File: src/rtl/mcf_pkg.sv
`default_nettype none
// +----------------------------------------------------------------------------+
// | mcf_pkg: shared defaults and types for the multi-channel FIFO.             |
// | Revision: 1.0                                                              |
// +----------------------------------------------------------------------------+
package mcf_pkg;

  localparam int unsigned MCF_NUM_CH = 4;
  localparam int unsigned MCF_BURST  = 2;
  localparam int unsigned MCF_CH_W   = $clog2(MCF_NUM_CH);

  typedef logic [MCF_CH_W-1:0] ch_id_t;

endpackage
`default_nettype wire

File: src/rtl/mcf_rr_pick.sv
`default_nettype none
// +----------------------------------------------------------------------------+
// | mcf_rr_pick: first set request at or after start_i, wrapping modulo N.     |
// | Revision: 1.0                                                              |
// +----------------------------------------------------------------------------+
module mcf_rr_pick #(
  parameter int unsigned N     = 4,
  parameter int unsigned IDX_W = $clog2(N)
) (
  input  logic [N-1:0]     req_i,
  input  logic [IDX_W-1:0] start_i,
  output logic             found_o,
  output logic [IDX_W-1:0] idx_o
);

  localparam logic [IDX_W:0] c_N = (IDX_W+1)'(N);

  logic [N-1:0]     w_rot;
  logic [IDX_W-1:0] w_off;
  logic [IDX_W:0]   w_sum;

  always_comb begin
    // Rotate so that start_i lands on bit 0; doubling the vector makes the
    // wrap work for non-power-of-two N as long as start_i < N.
    w_rot   = N'({req_i, req_i} >> start_i);
    found_o = |w_rot;
    w_off   = '0;
    for (int k = N - 1; k >= 0; k--) begin
      if (w_rot[k]) begin
        w_off = IDX_W'(k);
      end
    end
    w_sum = {1'b0, start_i} + {1'b0, w_off};
    if (w_sum >= c_N) begin
      w_sum = w_sum - c_N;
    end
    idx_o = w_sum[IDX_W-1:0];
  end

endmodule
`default_nettype wire

File: src/rtl/mcf_pop_scheduler.sv
`default_nettype none
// +----------------------------------------------------------------------------+
// | mcf_pop_scheduler: burst-limited round-robin pop of NUM_CH FIFOs.          |
// | Revision: 1.0                                                              |
// +----------------------------------------------------------------------------+
module mcf_pop_scheduler
  import mcf_pkg::*;
#(
  parameter int unsigned NUM_CH     = MCF_NUM_CH,
  parameter int unsigned DATA_WIDTH = 32,
  parameter int unsigned BURST      = MCF_BURST,
  parameter int unsigned CH_W       = $clog2(NUM_CH)
) (
  input  logic                                 clk,
  input  logic                                 rst,
  input  logic                                 flush_i,
  input  logic [NUM_CH-1:0]                    ch_empty_i,
  input  logic [NUM_CH-1:0][DATA_WIDTH-1:0]    ch_data_i,
  output logic [NUM_CH-1:0]                    ch_pop_o,
  output logic                                 out_valid_o,
  output logic [DATA_WIDTH-1:0]                out_data_o,
  output logic [CH_W-1:0]                      out_ch_o,
  input  logic                                 out_ready_i
);

  localparam int unsigned     BW          = (BURST > 1) ? $clog2(BURST) : 1;
  localparam logic [BW-1:0]   c_BURST_MAX = BW'(BURST - 1);
  localparam logic [CH_W-1:0] c_LAST_CH   = CH_W'(NUM_CH - 1);

  logic [CH_W-1:0]       cur_q,   cur_d;
  logic [BW-1:0]         burst_q, burst_d;
  logic                  own_q,   own_d;
  logic                  valid_q, valid_d;
  logic [DATA_WIDTH-1:0] data_q,  data_d;
  logic [CH_W-1:0]       ch_q,    ch_d;

  logic            w_load;
  logic            w_active;
  logic            w_can_stay;
  logic [CH_W-1:0] w_start;
  logic            w_found;
  logic [CH_W-1:0] w_scan_idx;
  logic            w_grant;
  logic [CH_W-1:0] w_gidx;

  assign w_load   = ~valid_q | out_ready_i;
  assign w_active = w_load & ~flush_i;

  // own_q marks that cur_q was really granted; after reset or flush cur_q only
  // seeds the scan origin, so the first grant goes to the lowest ready channel.
  assign w_can_stay = own_q & ~ch_empty_i[cur_q] & (burst_q != c_BURST_MAX);
  assign w_start    = (cur_q == c_LAST_CH) ? '0 : cur_q + 1'b1;

  mcf_rr_pick #(
    .N     (NUM_CH),
    .IDX_W (CH_W)
  ) u_pick (
    .req_i   (~ch_empty_i),
    .start_i (w_start),
    .found_o (w_found),
    .idx_o   (w_scan_idx)
  );

  assign w_grant = w_active & (w_can_stay | w_found);
  assign w_gidx  = w_can_stay ? cur_q : w_scan_idx;

  for (genvar i = 0; i < NUM_CH; i++) begin : g_pop
    assign ch_pop_o[i] = ~rst & w_grant & (w_gidx == CH_W'(i));
  end

  always_comb begin
    cur_d   = cur_q;
    burst_d = burst_q;
    own_d   = own_q;
    valid_d = valid_q;
    data_d  = data_q;
    ch_d    = ch_q;
    if (flush_i) begin
      valid_d = 1'b0;
      cur_d   = c_LAST_CH;
      burst_d = '0;
      own_d   = 1'b0;
    end else if (w_load) begin
      if (w_grant) begin
        valid_d = 1'b1;
        data_d  = ch_data_i[w_gidx];
        ch_d    = w_gidx;
        cur_d   = w_gidx;
        own_d   = 1'b1;
        // A scan that wraps back to the owner keeps the count saturated.
        if (w_can_stay) begin
          burst_d = burst_q + 1'b1;
        end else if (own_q && (w_gidx == cur_q)) begin
          burst_d = burst_q;
        end else begin
          burst_d = '0;
        end
      end else begin
        valid_d = 1'b0;
      end
    end
  end

  always_ff @(posedge clk or posedge rst) begin
    if (rst) begin
      cur_q   <= c_LAST_CH;
      burst_q <= '0;
      own_q   <= 1'b0;
      valid_q <= 1'b0;
      data_q  <= '0;
      ch_q    <= '0;
    end else begin
      cur_q   <= cur_d;
      burst_q <= burst_d;
      own_q   <= own_d;
      valid_q <= valid_d;
      data_q  <= data_d;
      ch_q    <= ch_d;
    end
  end

  assign out_valid_o = valid_q;
  assign out_data_o  = data_q;
  assign out_ch_o    = ch_q;

endmodule
`default_nettype wire
File: config.mk
export PLATFORM = sky130hd
export DESIGN_NAME = mcf_pop_scheduler
export DESIGN_NICKNAME = d
export VERILOG_FILES = /design/src/rtl/mcf_pkg.sv /design/src/rtl/mcf_rr_pick.sv /design/src/rtl/mcf_pop_scheduler.sv
export SDC_FILE = /design/constraint.sdc
export NUM_CORES = 1
export LEC_CHECK = 0
export BUFFER_PORTS_ARGS = -buffer_cell sky130_fd_sc_hd__buf_2
export CORE_MARGIN = 1.5
export CORE_UTILIZATION = 45
export CTS_BUF_LIST = sky130_fd_sc_hd__clkbuf_2
export DETAILED_ROUTE_END_ITERATION = 8
export PLACE_DENSITY = 0.83
export SLEW_MARGIN = 20
export SYNTH_ARGS = -nofsm -noshare
export SYNTH_HDL_FRONTEND = slang
export SYNTH_SLANG_ARGS = --single-unit
File: constraint.sdc
create_clock -name clk -period 3.6 [get_ports clk]
set_input_delay 0.18 -clock clk [delete_from_list [all_inputs] [get_ports clk]]
set_output_delay 0.18 -clock clk [all_outputs]
set_load 0.05 [all_outputs]
* Word level (Yosys, flattened, before mapping)
Cells that the tools add are included.
** Word-level totals
- Flip-flop bits (word level) :: 39
- Input bits :: 136
- Output and inout port bits :: 39
- Logic and storage cells :: 70
** Operators by class
- Add/sub/neg operators :: 4
- Order comparisons :: 3
- Eq/ne operators :: 6
- Shift operators :: 1
- Muxes and demuxes :: 25
- Bitwise gates (word level) :: 17
- Reductions and logical operators :: 8
** Operators with widths (count)
- 32-bit binary-select mux with 2-bit select :: 1
- 32-bit two-way mux :: 1
- 2-bit two-way mux :: 10
- 1-bit two-way mux :: 12
- 1-bit AND :: 9
- 8-bit by 2-bit >> shifter with 4-bit output :: 1
- 2-bit equality test, second input constant :: 3
- 2-bit by 3-bit less-than comparator with 1-bit output, second input constant :: 2
- 3-bit AND reduction :: 2
- 1-bit inverter :: 5
- 4-bit inverter :: 1
- 2-bit nonzero test :: 2
- 4-bit OR reduction :: 1
- 2-bit by 2-bit adder with 3-bit output :: 1
- 3-bit greater-or-equal comparator, second input constant :: 1
- 3-bit != test, second input constant :: 1
- 2-bit by 1-bit adder with 2-bit output, second input constant :: 1
- 1-bit binary-select mux with 2-bit select :: 1
- 2-bit by 1-bit equality test with 1-bit output, second input constant :: 1
- 2-bit equality test :: 1
- 2-bit logical NOT :: 1
- 1-bit bitwise OR :: 2
- 2-bit AND reduction :: 1
- 2-bit by 1-bit subtractor with 2-bit output, second input constant :: 1
- 2 further kinds :: 2

* Longest topological paths before layout
Gate-level depths: netlist of run 1.
- Depth in word-level cells :: 18
- Mapped depth :: 13
- Depth with buffers taken out :: 11

* Modules after synthesis
Synthesis of run 1 repeated with hierarchy kept, for this count alone.
** Unflattened totals
- Cell total of the unflattened synthesis :: 302
- Area total of the unflattened synthesis :: 2672.6 um^2
** By module, submodules not included
- mcf_pop_scheduler :: instances 1, cells each 279, area an instance 2492.4 um^2, seq. area each 978.4 um^2
- mcf_rr_pick :: instances 1, cells each 23, area an instance 180.2 um^2, seq. area each 0.0 um^2

* Least setup slack after synthesis of run 1
Ideal clock, no wire load.
- Path kind :: reg-to-output
- Start :: register cur_q[0]
- End :: output port ch_pop_o[1]
- Arrival time :: 3.206 ns
- Required time :: 3.420 ns
- Slack :: 0.214 ns
- Stages on the path, launching flop included :: 11
- Path buffers :: 1
- Path through :: dfstp_2 > ha_1 > or2_2 > a21oi_1 > a221oi_1 > ha_1 > a41oi_1 > a211oi_2 > buf_4 > nand2b_1 > nor3_1
** Between the ends
- Longest elaborated chain between the ends :: 13
- Elaborated cells between the ends (all ways) :: 24
- Those cells by class :: add/sub (3); order compare (1); eq/ne (2); shift (1); mux (9); bitwise (7); reduce/logical (1)
** Ends and longest elaborated chain
- from (decl) :: RTL line mcf_pop_scheduler.sv:30 : logic [CH_W-1:0] cur_q, cur_d;
- from (signal assigned) :: RTL line mcf_pop_scheduler.sv:106 : cur_q <= c_LAST_CH;
- from (signal assigned) :: RTL line mcf_pop_scheduler.sv:113 : cur_q <= cur_d;
- 2-bit by 1-bit adder with 2-bit output / 2-bit equality test (equally long branches) :: RTL line mcf_pop_scheduler.sv:52 : assign w_start = (cur_q == c_LAST_CH) ? '0 : cur_q + 1'b1;
- 2-bit two-way mux :: RTL line mcf_pop_scheduler.sv:52
- 8-bit by 2-bit >> shifter with 4-bit output :: RTL line mcf_rr_pick.sv:25 : w_rot = N'({req_i, req_i} >> start_i);
- 2-bit two-way mux (4 in series) :: RTL line mcf_rr_pick.sv:29 : if (w_rot[k]) begin
- 2-bit by 2-bit adder with 3-bit output :: RTL line mcf_rr_pick.sv:33 : w_sum = {1'b0, start_i} + {1'b0, w_off};
- 3-bit greater-or-equal comparator / 2-bit by 1-bit subtractor with 2-bit output (equally long branches) :: RTL line mcf_rr_pick.sv:34, mcf_rr_pick.sv:35
- 2-bit two-way mux :: RTL line mcf_rr_pick.sv:34 : if (w_sum >= c_N) begin
- 2-bit two-way mux :: RTL line mcf_pop_scheduler.sv:65 : assign w_gidx = w_can_stay ? cur_q : w_scan_idx;
- 2-bit by 1-bit equality test with 1-bit output :: RTL line mcf_pop_scheduler.sv:68 : assign ch_pop_o[i] = ~rst & w_grant & (w_gidx == CH_W'(i));
- 1-bit AND * :: RTL line mcf_pop_scheduler.sv:68
- to (decl) :: RTL line mcf_pop_scheduler.sv:19 : output logic [NUM_CH-1:0] ch_pop_o,
Mark *: on every way between the ends. The rest lies on a longest branch, timed or not. The select of a mux whose other input is x is not followed.

* Worst setup path in the final report of run 1
- Start :: register cur_q[1]
- End :: output port ch_pop_o[2]
** Between the ends
- Longest elaborated chain between the ends :: 13
- Elaborated cells between the ends (all ways) :: 24
- Those cells by class :: add/sub (3); order compare (1); eq/ne (2); shift (1); mux (9); bitwise (7); reduce/logical (1)
** Ends and longest elaborated chain (RTL line)
- 2-bit by 1-bit adder with 2-bit output / 2-bit equality test (equally long branches) :: mcf_pop_scheduler.sv:52
- 2-bit two-way mux :: mcf_pop_scheduler.sv:52
- 8-bit by 2-bit >> shifter with 4-bit output :: mcf_rr_pick.sv:25
- 2-bit two-way mux (4 in series) :: mcf_rr_pick.sv:29
- 2-bit by 2-bit adder with 3-bit output :: mcf_rr_pick.sv:33
- 3-bit greater-or-equal comparator / 2-bit by 1-bit subtractor with 2-bit output (equally long branches) :: mcf_rr_pick.sv:34, mcf_rr_pick.sv:35
- 2-bit two-way mux :: mcf_rr_pick.sv:34
- 2-bit two-way mux :: mcf_pop_scheduler.sv:65
- 2-bit equality test :: mcf_pop_scheduler.sv:68
- 1-bit AND * :: mcf_pop_scheduler.sv:68
Marked as above.

==> parameters.txt, run 1 <==
Parameter                              Value

Min path
  Startpoint of the most critical hold path ... flush_i
  Hold worst-path end ... out_valid_o
  Type of the worst min-delay path ... input pin to flip-flop
  Hold Path Cell Cnt ... 2

Power and ir drop
  Switching Share ... 0.529
  Maximum ir drop on the vdd rail ... just under 0.0006 V
  Clk network pwr share ... 0.043
  P per Cell Area ... 1090 nW/µm²
  Internal portion of total power ... 2.02 mW
  Portion of total power attributed to combinational logic ... 0.778
  Net Sw Power ... roughly 2.3 mW
  Flop pwr share ... 0.179
  Static leakage ... 2.07 nW

Cells and area
  Final antenna diode count ... 0
  Most frequent cells in the layout ... sky130_fd_sc_hd__buf_2 (170), sky130_fd_sc_hd__mux2i_1 (63), sky130_fd_sc_hd__dfrtp_1 (37)
  Multi-input gate area ... 1760 µm²
  Relative area change from synthesis to final layout ... 36.9%
  Nets ... 613
  Fill cell count ... 513
  Sequential Area ... 978 µm²
  Fraction of final layout cells sized beyond drive strength 1 ... 0.445
  Leading cell type in the layout, fill and taps excluded ... sky130_fd_sc_hd__buf_2

Floorplanning
  Top-level I/O count ... 175
  DIE AREA ... 6890 µm²
  Initial core utilization ... 0.475
  Die height ... a little over 80 µm
  Width of the chip ... 83.0 µm
  Area of the core ... 6060 µm²
  Placement row count ... 28

STA
  Transition time of the tightest slew-check pin ... 843 ps
  Fin Clk Skew ... around 30 ps
  Count of final hold-check violations ... 0
  RSZ-0062 raised after global routing ... false
  Max-slew headroom at the worst pin ... 0.423
  Accumulated negative setup slack ... 0 ps
  Max-slew violation count ... 0
  Setup Viol. Count Final ... 0
  Shortest period the worst path allows ... 3370 ps
  Minimum hold slack ... 66.8 ps
  Final period utilization ... 0.936
  Maximum clock frequency ... 297 MHz

Detailed routing
  DRC ... 0
  Residual antenna-violating net count after detailed routing ... 0
  Number of iterations in the first detailed-routing pass ... 4
  Vias per std cell ... around 5.4
  Number of DRC violations after detailed-routing iteration 0 ... 136
  Routed wire length per instance ... between 15 and 20 µm
  Detailed-route via count ... approximately 3,000
  Final routed wirelength across all metal layers ... 8560 µm

CTS
  Largest buffer count on any clock path ... 2
  Count of H-tree levels built during CTS ... 2
  Root Buffer Master ... sky130_fd_sc_hd__clkbuf_2
  Clock tree from TritonCTS ... done
  Total clock sinks ... 39
  Clock transition time at the flip-flop clock pins of the worst setup and hold paths ... 170 ps
  CTS buffer count ... 5
  Clock latency reported for the late side of the worst-skew pair ... 370 ps

Logic synthesis
  Flip-flop and latch count after synthesis ... 39
  Post-Synthesis Cell Area ... 2880 µm²
  Syn_area_per_cell ... roughly 9.5 µm²
  Gate count after technology mapping ... 303
  Top flip-flop cell by instance count after synthesis ... sky130_fd_sc_hd__dfrtp_1
  Post-synth cell types ... 49
  Sequential element share of the synthesized area ... 0.340
  Post-synth net total ... 441
  Post-synth EDFFs ... 0
  Async set-or-reset flop fraction in the synthesized netlist ... 1.00
  Synthesis Warnings ... 0

Job
  Total of max-cap violations ... 0

GRT
  Final global-route overflow total ... 0
  Initial antenna violation count ... 0
  Total Routing Usage GR ... 0.230
  Pin count of the biggest net entering global routing ... 36
  Vias in the first global route ... approximately 2,900
  Wire length of the first global-routing pass ... 13,100 µm

Outcome
  Result of the run ... completed

Critical path
  Crit path arrival time ... between 3000 and 4000 ps
  Worst setup startpoint ... cur_q[1]
  Critical path peak fanout ... 5
  Capturing point of the worst reg2reg path ... out_data_o[22]
  Reg2reg start ... cur_q[1]
  Data required time at the worst endpoint ... 3420 ps
  CP Class ... flip-flop to output pin
  Critical Path End Type ... output pin
  Setup slack on the worst flop-to-flop path ... between 300 and 400 ps
  Nature of the critical path startpoint ... flip-flop
  R2R cell count ... 12

Placed design
  Port Buffers ... 174
  HPWL after detailed placement ... 6460 µm
  Weighted congestion reported at the end of routability-driven placement ... ~0.94
## state kept, by name (all words and copies together) (netlist names)
signal,cells
own_q,1
out_data_o,32
burst_q,1
out_valid_o,1
out_ch_o,2
cur_q,2
## per-layer routing
metal  wire, µm  global-route usage  up-vias
met1       3450               0.251     1363
met2       4430               0.436      125
met4        216              0.0894        0
li1           -                   -     1473
met5          0                   0        -
met3        464              0.0437       21
## layout make-up
class / instances / share of cell area
clock inverters: 2 / 0.00190
clock buffers: 6 / 0.00762
well taps: 75 / 0.0238
repair buffers: 191 / 0.267
inverters: 5 / 0.00476
multi-input cells: 233 / 0.447
flip-flops and latches: 39 / 0.248
## cells in the mapped netlist, types with 2 or more instances
| master | number | area [µm²] |
|---|---|---|
| sky130_fd_sc_hd__and3_1 | 3 | 18.8 |
| sky130_fd_sc_hd__clkbuf_1 | 5 | 18.8 |
| sky130_fd_sc_hd__nor2_1 | 8 | 30.0 |
| sky130_fd_sc_hd__nor3_1 | 5 | 25.0 |
| sky130_fd_sc_hd__mux2_2 | 5 | 56.3 |
| sky130_fd_sc_hd__nand2_1 | 33 | 124 |
| sky130_fd_sc_hd__a22o_1 | 32 | 280 |
| sky130_fd_sc_hd__buf_6 | 3 | 33.8 |
| sky130_fd_sc_hd__dfstp_2 | 2 | 52.6 |
| sky130_fd_sc_hd__and2_1 | 4 | 25.0 |
| sky130_fd_sc_hd__dfrtp_1 | 37 | 926 |
| sky130_fd_sc_hd__ha_1 | 2 | 25.0 |
| sky130_fd_sc_hd__buf_1 | 3 | 11.3 |
| sky130_fd_sc_hd__nand2b_1 | 7 | 43.8 |
| sky130_fd_sc_hd__inv_1 | 5 | 18.8 |
| sky130_fd_sc_hd__o21ai_1 | 4 | 20.0 |
| sky130_fd_sc_hd__xor2_1 | 2 | 17.5 |
| sky130_fd_sc_hd__o311a_1 | 2 | 20.0 |
| sky130_fd_sc_hd__mux2i_1 | 63 | 631 |
| sky130_fd_sc_hd__buf_2 | 10 | 50.1 |
| sky130_fd_sc_hd__a21oi_1 | 36 | 180 |
| sky130_fd_sc_hd__buf_4 | 5 | 37.5 |
## worst max-delay path by stage
stage | end | slack [ps]
after floorplan | ch_pop_o[1] | 210
after detailed placement | ch_pop_o[1] | 360
final | ch_pop_o[2] | 230
after CTS | ch_pop_o[1] | 20
after global routing | ch_pop_o[2] | 4
after global placement | ch_pop_o[3] | 420
## what timing repair did
action | in CTS | in global routing
endpoints found under the hold margin | 16 | 0
resized for setup | 2 | 7
setup endpoints to repair | 2 | 4
buffers inserted | 1 | 4
hold buffers | 1 | 0
cloned | 0 | 1
pin swaps | 1 | 1
## through the flow
| stage | cells | setup WS, ps | util | power, mW | cell area (µm²) |
|---|---|---|---|---|---|
| floorplan | 303 | 214 | - | 3.31 | 2880 |
| detailed placement | 536 | 359 | 0.629 | 3.95 | 3810 |
| global placement | 536 | 423 | 0.629 | 3.88 | 3810 |
| CTS | 546 | 17.3 | 0.639 | 4.16 | 3870 |
| finish | 551 | 230 | 0.650 | 4.29 | 3940 |
| global route | 551 | 3.84 | 0.650 | 4.55 | 3940 |
## critical path: stages, from the launching register on
cell	delay, ps
sky130_fd_sc_hd__dfstp_2	610
sky130_fd_sc_hd__ha_2	300
sky130_fd_sc_hd__or2_2	280
sky130_fd_sc_hd__a21oi_1	130
sky130_fd_sc_hd__a221oi_1	70
sky130_fd_sc_hd__ha_1	350
sky130_fd_sc_hd__a41oi_2	240
sky130_fd_sc_hd__a211oi_4	120
sky130_fd_sc_hd__buf_4	200
sky130_fd_sc_hd__nor2_2	170
sky130_fd_sc_hd__and3_1	190
sky130_fd_sc_hd__buf_4	200
## power groups by stage
stage / Clock, mW / Combinational, mW / Sequential (mW)
2_1_floorplan: 0 / 1.87 / 1.44
3_3_place_gp: 0 / 3.10 / 0.779
3_5_place_dp: 0 / 3.18 / 0.774
4_1_cts: 0.195 / 3.19 / 0.772
5_1_grt: 0.212 / 3.55 / 0.792
6_report: 0.187 / 3.34 / 0.769
## logic make-up (layout without fill, tap and decap cells)
logic type | after synthesis | in the layout | synth area share
compound gates | 90 | 90 | 0.226
xor+xnor | 2 | 2 | 0.00608
fa+ha+maj | 2 | 2 | 0.00869
buf+inv | 31 | 204 | 0.0591
flops | 39 | 39 | 0.340
mux | 69 | 69 | 0.244
simple gates | 70 | 70 | 0.117
Power figures use the tool's default switching activity.
==> run 2: changes to the inputs <==
==> constraint.sdc (replaced) <==
create_clock -name clk -period 3.6 [get_ports clk]
set_input_delay 0.18 -clock clk [delete_from_list [all_inputs] [get_ports clk]]
set_output_delay 0.18 -clock clk [all_outputs]
set_load 0.01 [all_outputs]
==> run 2 against run 1 <==
Core utilization down 0.10 points. Routed wire length down 3.7%. Critical path depth up 1. Total power down 15%. Count of clock-buffer cells in the layout down 1. Flip-flop and latch count unchanged. Sequential share of layout area about the same. Largest power group unchanged.
==> parameters.txt, run 2 (same netlist as run 1, synthesis figures left out) <==
Parameter                              Value

Placed design
  Weighted congestion reported at the end of routability-driven placement ... 0.913 (-2.5%)
  Pre-CTS WS ... 344 ps (-15.5 ps)
  Placed cell count ... 534 (-0.37%)
  HPWL after detailed placement ... 6360 µm (-1.6%)
  Port Buffers ... 174 (unchanged)

Min path
  Hold Path Cell Cnt ... 4 (+2)
  Type of the worst min-delay path ... input pin to flip-flop

GRT
  Total Routing Usage GR ... 0.232 (+0.00117)
  Met1 GRT Util ... 0.270 (+0.0188)
  Final global-route overflow total ... 0 (unchanged)
  Wire length of the first global-routing pass ... 13,200 µm (+0.84%)
  Vias in the first global route ... 2,890 (-0.28%)
  Most utilized layer in the global route result ... met2
  Met2 track demand over resource ... 0.425 (-0.0111)
  Initial antenna violation count ... 0 (unchanged)
  Pin count of the biggest net entering global routing ... 40 (+11%)
  Met3 GRT Util ... 0.0547 (+0.0109)

Cells and area
  Fraction of final layout cells sized beyond drive strength 1 ... 0.442 (-0.00352)
  Final core occ ... 0.649 (-0.00103)
  Relative area change from synthesis to final layout ... 36.7%
  Fill cell count ... 511 (-0.39%)
  Leading cell type in the layout, fill and taps excluded ... sky130_fd_sc_hd__buf_2
  Most frequent cells in the layout ... sky130_fd_sc_hd__buf_2 (174), sky130_fd_sc_hd__mux2i_1 (63), sky130_fd_sc_hd__dfrtp_1 (37)
  Final antenna diode count ... 0 (unchanged)
  Flip-flop count of the largest register, all copies and words added ... 32 (unchanged)
  Nets ... 610 (-0.49%)
  Layout Cells excl Fill ... 548 (-0.54%)

CTS
  CTS buffer count ... 5 (unchanged)
  Clock tree from TritonCTS ... done
  Count of H-tree levels built during CTS ... 2 (unchanged)
  Largest buffer count on any clock path ... 2 (unchanged)
  Total clock sinks ... 39 (unchanged)
  Root Buffer Master ... sky130_fd_sc_hd__clkbuf_2
  Clock latency reported for the late side of the worst-skew pair ... 410 ps (+40 ps)
  Clock transition time at the flip-flop clock pins of the worst setup and hold paths ... 250 ps (+80 ps)

Critical path
  Nature of the critical path startpoint ... flip-flop
  Count of buffer and inverter cells on the critical path ... 2 (unchanged)
  Critical Path End Type ... output pin
  Most repeated library cell on the critical path ... sky130_fd_sc_hd__ha_1
  Cell count along the critical path ... 12 (+1)
  Ordered cell list for the critical path ... ha_1 -> a21boi_0 -> o32ai_1 -> a21oi_1 -> a221oi_1 -> ha_1 -> a41oi_2 -> a211oi_4 -> buf_12 -> nor2_2 -> and3_1 -> buf_2
  Slowest library cell on the worst path ... sky130_fd_sc_hd__dfstp_2
  Family with the most delay on the worst path ... compound AO/OA/AOI/OAI gates
  Data required time at the worst endpoint ... 3420 ps (about the same)
  R2R cell count ... 12 (unchanged)
  CP Class ... flip-flop to output pin
  Largest stage delay on the critical path ... 630 ps (+20 ps)
  Critical path peak fanout ... 24 (+19)
  Setup slack on the worst flop-to-flop path ... 410 ps (+60 ps)
  Crit path arrival time ... 3200 ps (about the same)

Detailed routing
  Routed wire length per instance ... 15.0 µm (-3.2%)
  Final routed wirelength across all metal layers ... 8240 µm (-3.7%)
  Detailed-route via count ... 3,003 (+0.70%)
  Number of iterations in the first detailed-routing pass ... 4 (unchanged)
  DRC ... 0 (unchanged)
  Residual antenna-violating net count after detailed routing ... 0 (unchanged)
  Vias per std cell ... 5.48 (+1.3%)
  Number of DRC violations after detailed-routing iteration 0 ... 99 (-27%)

Floorplanning
  Placement row count ... 28 (unchanged)
  Width of the chip ... 83.0 µm (unchanged)
  Area of the core ... 6060 µm² (unchanged)
  Die height ... 83.0 µm (unchanged)
  Initial core utilization ... 0.475 (unchanged)
  Top-level I/O count ... 175 (unchanged)
  DIE AREA ... 6890 µm² (unchanged)

STA
  Count of final hold-check violations ... 0 (unchanged)
  Setup Viol. Count Final ... 0 (unchanged)
  Max-slew headroom at the worst pin ... 0.471 (+0.0476)
  Transition time of the tightest slew-check pin ... 774 ps (-69.6 ps)
  Fin Clk Skew ... 37.4 ps (+7.73 ps)
  Maximum clock frequency ... 296 MHz (-0.37%)
  Shortest period the worst path allows ... 3380 ps (+12.5 ps)
  Smallest setup slack after layout ... 218 ps (-12.5 ps)
  Max-slew violation count ... 0 (unchanged)
  Final period utilization ... 0.940 (+0.00348)
  Accumulated negative setup slack ... 0 ps (unchanged)

Power and ir drop
  Maximum ir drop on the vdd rail ... 0.000809 V (+37%)
  P per Cell Area ... 929 nW/µm² (-15%)
  Static leakage ... 2.07 nW (about the same)

Job
  Total of max-cap violations ... 0 (unchanged)

Outcome
  Result of the run ... completed
-- run 2: area by class of cell --
class	count	area, µm²	share of cell area
Clock buffer	5	25.0	0.00636
Clock inverter	3	43.8	0.0111
Inverter	5	18.8	0.00477
Multi-Input combinational cell	233	1760	0.447
Sequential cell	39	978	0.249
Tap cell	75	93.8	0.0238
Timing Repair Buffer	188	1020	0.259
-- run 2: per-layer routing --
metal | vias to the layer above | part of all wire | wire, µm
met5 | - | 0 | 0
met4 | 0 | 0.012 | 96
met3 | 10 | 0.068 | 557
met2 | 138 | 0.53 | 4360
met1 | 1393 | 0.39 | 3230
li1 | 1462 | - | -
-- run 2: through the flow --
step | cell area (µm²) | power [mW] | hold WS (ps)
after floorplan | 2880 | 2.70 | 243
after global placement | 3790 | 3.24 | 362
after detailed placement | 3790 | 3.31 | 367
after CTS | 3900 | 3.62 | 54.5
after global routing | 3940 | 3.93 | 40.8
final | 3940 | 3.66 | 77.1
-- run 2: repair_timing --
item                                   in CTS  in global routing
endpoints found under the hold margin      39                  0
gates resized for setup                     3                  2
hold buffers                                2                  0
setup endpoints to repair                   4                  4
cloned                                      0                  0
buffers inserted                            0                  4
pin swaps                                   0                  1
-- run 2: tightest hold or removal path, stage by stage --
cell                      delay, ps
sky130_fd_sc_hd__buf_2           80
sky130_fd_sc_hd__mux2i_1         50
sky130_fd_sc_hd__nand2_1         60
sky130_fd_sc_hd__a22o_1         110
-- run 2: path summary, 6_finish.rpt --
path | from | endpoint
max in group asynchronous | rst | cur_q[1]
min in group asynchronous | rst | out_data_o[2]
worst min register to register | out_ch_o[1] | out_ch_o[1]
worst max-delay path | cur_q[1] | ch_pop_o[2]
worst min-delay path | ch_data_i[64] | out_data_o[0]
worst max register to register | cur_q[1] | out_data_o[4]
-- run 2: power breakdown --
| group | internal (mW) | switching (mW) | total, mW |
|---|---|---|---|
| Clock | 0.118 | 0.160 | 0.278 |
| Sequential | 0.651 | 0.114 | 0.765 |
| Combinational | 1.25 | 1.37 | 2.61 |
| Total | 2.02 | 1.64 | 3.66 |
